**config.mk**
```make
export PLATFORM = sky130hd
export DESIGN_NAME = icache_responder
export DESIGN_NICKNAME = d
export VERILOG_FILES = /design/src/rtl/icache_responder_pkg.sv /design/src/rtl/icache_array.sv /design/src/rtl/icache_responder.sv
export SDC_FILE = /design/constraint.sdc
export NUM_CORES = 1
export LEC_CHECK = 0
export CAP_MARGIN = 10
export CORE_UTILIZATION = 55
export DETAILED_ROUTE_END_ITERATION = 10
export HOLD_SLACK_MARGIN = 0.15
export PLACE_DENSITY = 0.87
export SYNTH_ARGS = -nofsm -noshare
export SYNTH_HDL_FRONTEND = slang
export SYNTH_SLANG_ARGS = --single-unit
```
**constraint.sdc**
```tcl
create_clock -name CLK -period 6.4 [get_ports CLK]
set_clock_uncertainty 0.05 [all_clocks]
set_input_delay 0.64 -clock CLK [delete_from_list [all_inputs] [get_ports CLK]]
set_output_delay 0.64 -clock CLK [all_outputs]
set_load 0.02 [all_outputs]
```
**src/rtl/icache_responder_pkg.sv**
```systemverilog
// rtl/icache_responder_pkg.sv - shared cpu cache types for the instruction responder
package icache_responder_pkg;

    localparam int ICACHE_SETS  = 16;
    localparam int ICACHE_IDX_W = $clog2(ICACHE_SETS);
    // Widest tag any legal SETS (>=2) can need; narrower tags are zero-extended.
    localparam int ICACHE_TAG_W = 29;

    typedef struct packed {
        logic                    valid;
        logic [ICACHE_TAG_W-1:0] tag;
        logic [31:0]             data;
    } icache_frame_t;

    typedef enum logic {
        IDLE,
        REFILL
    } icache_state_t;

    function automatic logic [ICACHE_TAG_W-1:0] tag_of(input logic [31:0] addr, input int idx_w);
        logic [31:0] shifted;
        shifted = addr >> (idx_w + 2);
        return shifted[ICACHE_TAG_W-1:0];
    endfunction

endpackage

```
**src/rtl/icache_array.sv**
```systemverilog
// rtl/icache_array.sv - direct-mapped frame storage, one comb read port, one sync write port, flush-all
module icache_array
    import icache_responder_pkg::*;
#(
    parameter int SETS  = ICACHE_SETS,
    parameter int IDX_W = $clog2(SETS)
) (
    input  logic                    clk,
    input  logic                    flush,
    input  logic [IDX_W-1:0]        rd_index,
    output icache_frame_t           rd_frame,
    input  logic                    wr_en,
    input  logic [IDX_W-1:0]        wr_index,
    input  logic [ICACHE_TAG_W-1:0] wr_tag,
    input  logic [31:0]             wr_data
);

    logic [SETS-1:0]         valid;
    logic [ICACHE_TAG_W-1:0] tags [SETS];
    logic [31:0]             words [SETS];

    // Only the valid bits are cleared; tag/data contents are don't-care until refilled.
    always_ff @(posedge clk) begin
        if (flush) begin
            valid <= '0;
        end else if (wr_en) begin
            valid[wr_index] <= 1'b1;
        end
    end

    always_ff @(posedge clk) begin
        if (wr_en) begin
            tags[wr_index]  <= wr_tag;
            words[wr_index] <= wr_data;
        end
    end

    always_comb begin
        rd_frame       = '0;
        rd_frame.valid = valid[rd_index];
        rd_frame.tag   = tags[rd_index];
        rd_frame.data  = words[rd_index];
    end

endmodule

```
**src/rtl/icache_responder.sv**
```systemverilog
// rtl/icache_responder.sv - instruction cache responder with single-outstanding refill; ICACHE_PERF_EN adds hit/miss counters
module icache_responder
    import icache_responder_pkg::*;
#(
    parameter int          SETS    = ICACHE_SETS,
    parameter logic [31:0] PC_INIT = 32'h0
) (
    input  logic        CLK,
    input  logic        RST,
    input  logic        imemREN,
    input  logic [31:0] imemaddr,
    input  logic        halt,
    output logic        ihit,
    output logic [31:0] imemload,
    output logic        iREN,
    output logic [31:0] iaddr,
    input  logic        iwait,
    input  logic [31:0] iload
`ifdef ICACHE_PERF_EN
    ,
    output logic [31:0] hit_count,
    output logic [31:0] miss_count
`endif
);

    localparam int IDX_W = $clog2(SETS);

    icache_state_t state, next_state;
    logic [31:0]   miss_addr;
    icache_frame_t frame;
    logic          hit;
    logic          start_miss;
    logic          fill;
    logic          unused_pc_init;

    assign unused_pc_init = ^PC_INIT;

    assign hit  = frame.valid && (frame.tag == tag_of(imemaddr, IDX_W));
    // A completion coinciding with halt or reset is dropped.
    assign fill = (state == REFILL) && !iwait && !halt && !RST;

    icache_array #(
        .SETS  (SETS),
        .IDX_W (IDX_W)
    ) u_array (
        .clk      (CLK),
        .flush    (RST || halt),
        .rd_index (imemaddr[IDX_W+1:2]),
        .rd_frame (frame),
        .wr_en    (fill),
        .wr_index (miss_addr[IDX_W+1:2]),
        .wr_tag   (tag_of(miss_addr, IDX_W)),
        .wr_data  (iload)
    );

    always_comb begin
        next_state = state;
        start_miss = 1'b0;
        ihit       = 1'b0;
        case (state)
            IDLE: begin
                ihit = imemREN && hit && !halt;
                if (imemREN && !hit && !halt) begin
                    start_miss = 1'b1;
                    next_state = REFILL;
                end
            end
            REFILL: begin
                if (halt || !iwait) begin
                    next_state = IDLE;
                end
            end
            default: next_state = IDLE;
        endcase
    end

    always_ff @(posedge CLK) begin
        if (RST) begin
            state     <= IDLE;
            miss_addr <= '0;
        end else begin
            state <= next_state;
            if (start_miss) begin
                miss_addr <= {imemaddr[31:2], 2'b00};
            end
        end
    end

    assign iREN     = (state == REFILL);
    assign iaddr    = iREN ? miss_addr : 32'h0;
    assign imemload = ihit ? frame.data : 32'h0;

`ifdef ICACHE_PERF_EN
    always_ff @(posedge CLK) begin
        if (RST) begin
            hit_count  <= '0;
            miss_count <= '0;
        end else begin
            if (ihit && (hit_count != 32'hFFFF_FFFF)) begin
                hit_count <= hit_count + 32'd1;
            end
            if (start_miss && (miss_count != 32'hFFFF_FFFF)) begin
                miss_count <= miss_count + 32'd1;
            end
        end
    end
`endif

endmodule
```
==> flow_summary.yaml <==
status:
  status: "complete, but fails checks"
  violations: "design-rule violations"
routing:
  drc: 1
  first_pass_iters: 10
  vias: 21321
  drt-initial-drc-count: 3186
  wl_per_cell_microns: 35.0
  antenna_left: 0
  viasPerCell: 7.11
  finalWirelength_mm: 105
yosys:
  synthesis.area_sq_mm: 0.0387
  synth_edf_count: 928
  ys_types: 62
  syn_inst: 1831
  yosys.area.top_type: "edfxtp_1"
  ys_async_sr_fraction_pct: 0
  avgSynthCellArea_sq_um: 21.1
  synth_seq_cells: 975
  ys_warn_count: 0
  yosysSeqAreaShare_pct: 74.5
  synth_top_area_share_pct: 72.1
  ys.flop_type: "edfxtp_1"
  synthTopCellsByArea: "edfxtp_1, mux4_2, dfxtp_1"
sta:
  worstMarginPinSlew_ns: 1.19
  period_needed_ns: 5.98
  max_freq_mhz: 167
  max_slew_margin_pct: 20.2
  rsz0062_at_grt: "false"
  fin_setup_tns_ns: 0
  finalSetupViolCount: 0
  hold_ws_ns: 0.419
  fin_crit_sh_pct: 93.5
  final_hold_viol_count: 0
  slew_viol_final: 0
worst_hold_path:
  worstHoldStart: "u_array.valid[6]"
  min_to: "u_array.valid[6]"
  hold_depth: 1
  hold_path_class: "flop to flop"
worst_setup_path:
  endpoint_kind: "primary output"
  critPathArrivalTime_ns: 5.29
  ff2ff_setup_slack_ns: 1.94
  rr_endpoint: "miss_addr[18]"
  r2r_start: "u_array.tags[1][1]"
  worstPathMaxFanout: 87
  start_kind: "input port"
  worstSetupPathType: "input port to primary output"
  cp.required_ns: 5.71
  r2r_cells: 9
die:
  dieHeight_microns: 267
  ios: 135
  row_count: 96
  start_util_pct: 56.0
  core-area_sq_mm: 0.0691
  design.die.area_sq_mm: 0.0714
  dieWidth_microns: 267
flow_run:
  cap_violations: 0
global_route:
  grt_max_degree: 88
  grt.met3_usage_pct: 7.36
  met2_usage_pct: 48.8
  grt_pass1_vias: 21980
  track_usage_pct: 29.9
  grtUsageMet1_pct: 36.6
  grt.busiest_layer: "met2"
  antenna_found_initial: 2
  grt_remaining_overflow: 0
  grt_pass1_wl_mm: 151
place:
  place_area_sq_mm: 0.0412
  portBuffers: 130
  finalWeightedCongestion: 0.863
  dp_hpwl_mm: 50.6
clocking:
  root_buffer: "clkbuf_16"
  cts_resized: 0
  cts_tree: "done"
  ctsHoldBuffers: 0
  clkTransAtPathRegs_ns: 0.07
  clock_path_buffers: 3
  cts_inserted_buffers: 89
  post_cts_buffers: 0
  cts.htree.levels: 3
  numClockSinks: 975
  clock_latency_ns: 0.67
final_layout:
  areaGrowthSynthToFinish_pct: 14.3
  mostFrequentLayoutCells: "edfxtp_1, mux4_2, clkdlybuf4s50_1"
  fin_area_sq_mm: 0.0442
  layout_commonest_cell: "edfxtp_1"
  drive_gt1_share_pct: 23.3
  final_nets: 2065
power_and_ir_drop:
  power.density_mw_per_mm2: 300
  leakagePower_uw: 0.0143
  ir_worst_vdd_uv: 221
## logic make-up (layout without fill, tap and decap cells)
logic type / after synthesis / after routing / share of synthesized area [%]
AOI/OAI and AO/OA: 157 / 157 / 3.00
xor gates and xnor gates: 23 / 23 / 0.521
buffers and inverters: 120 / 353 / 1.72
DFF: 975 / 975 / 74.5
muxes: 329 / 329 / 16.9
other: 1 / 3 / 0.00970
and+or+nand+nor: 226 / 226 / 3.33
## sequential cells by signal, summed over array words and instances (netlist names)
name and cells:
u_array.words 512, iREN 1, miss_addr 30, u_array.tags 416
u_array.valid 16
## critical path: stages
cell             delay, ns
buf_8                 0.58
buf_4                 0.44
mux4_2                0.33
mux2i_1               0.10
mux2i_1               0.58
xor2_1                0.20
nand3b_1              0.28
or4_1                 0.50
nand4bb_2             0.28
buf_4                 0.31
nor2b_1               0.27
clkdlybuf4s50_1       0.67
## power by group
group	internal, uW	total, uW	switching [uW]
clock network	3130	5510	2370
registers	7030	7110	79.5
logic	287	639	352
## Yosys cell counts, types with 7 or more instances
| master | count |
|---|---|
| buf_6 | 17 |
| o311ai_1 | 30 |
| mux2_2 | 16 |
| a2bb2oi_1 | 31 |
| clkbuf_1 | 49 |
| o21a_1 | 18 |
| a21oi_1 | 7 |
| and2_1 | 33 |
| nor2_1 | 24 |
| edfxtp_1 | 928 |
| dfxtp_1 | 47 |
| o21ai_0 | 35 |
| nand2b_1 | 7 |
| buf_4 | 7 |
| nor3_1 | 16 |
| nor2b_1 | 38 |
| buf_2 | 33 |
| mux4_2 | 252 |
| mux2i_1 | 57 |
| and3_1 | 29 |
| xor2_1 | 12 |
| nand2_1 | 40 |
| inv_1 | 7 |
| xnor2_1 | 11 |
## layout make-up
type,count,area (sq um)
well taps,931,1160
repair buffers,186,1900
clock buffers,111,2380
clock inverters,49,583
multi-input cells,737,9310
inverters,7,26.3
diodes,1,2.50
fillers,4059,24900
flip-flops and latches,975,28800
## per-stage QoR
step	utilization [%]	setup slack, ns	std cells	total power (uW)
6_report	64.0	0.415	2997	13300
2_1_floorplan	-	0.295	1832	7610
3_3_place_gp	59.6	0.822	2835	7810
3_5_place_dp	59.6	0.645	2835	7840
5_1_grt	64.0	0.419	2996	13500
4_1_cts	63.9	0.522	2995	13200
## how the worst max path moves through the flow
| stage | end | startpoint | cells after the start |
|---|---|---|---|
| global placement | imemload[0] | imemaddr[2] | 12 |
| floorplan | u_array.tags[0][0] | halt | 4 |
| CTS | imemload[23] | imemaddr[2] | 12 |
| finish | imemload[23] | imemaddr[4] | 12 |
| global route | imemload[23] | imemaddr[4] | 12 |
| detailed placement | imemload[4] | imemaddr[2] | 12 |
## routing by layer
layer	vias to the layer above	share of wire, %
met2	2114	49
met1	10713	32
met4	2	6.4
met3	502	12
li1	7990	-
met5	-	0.012
Note: power is estimated with default switching activity, not from simulation.
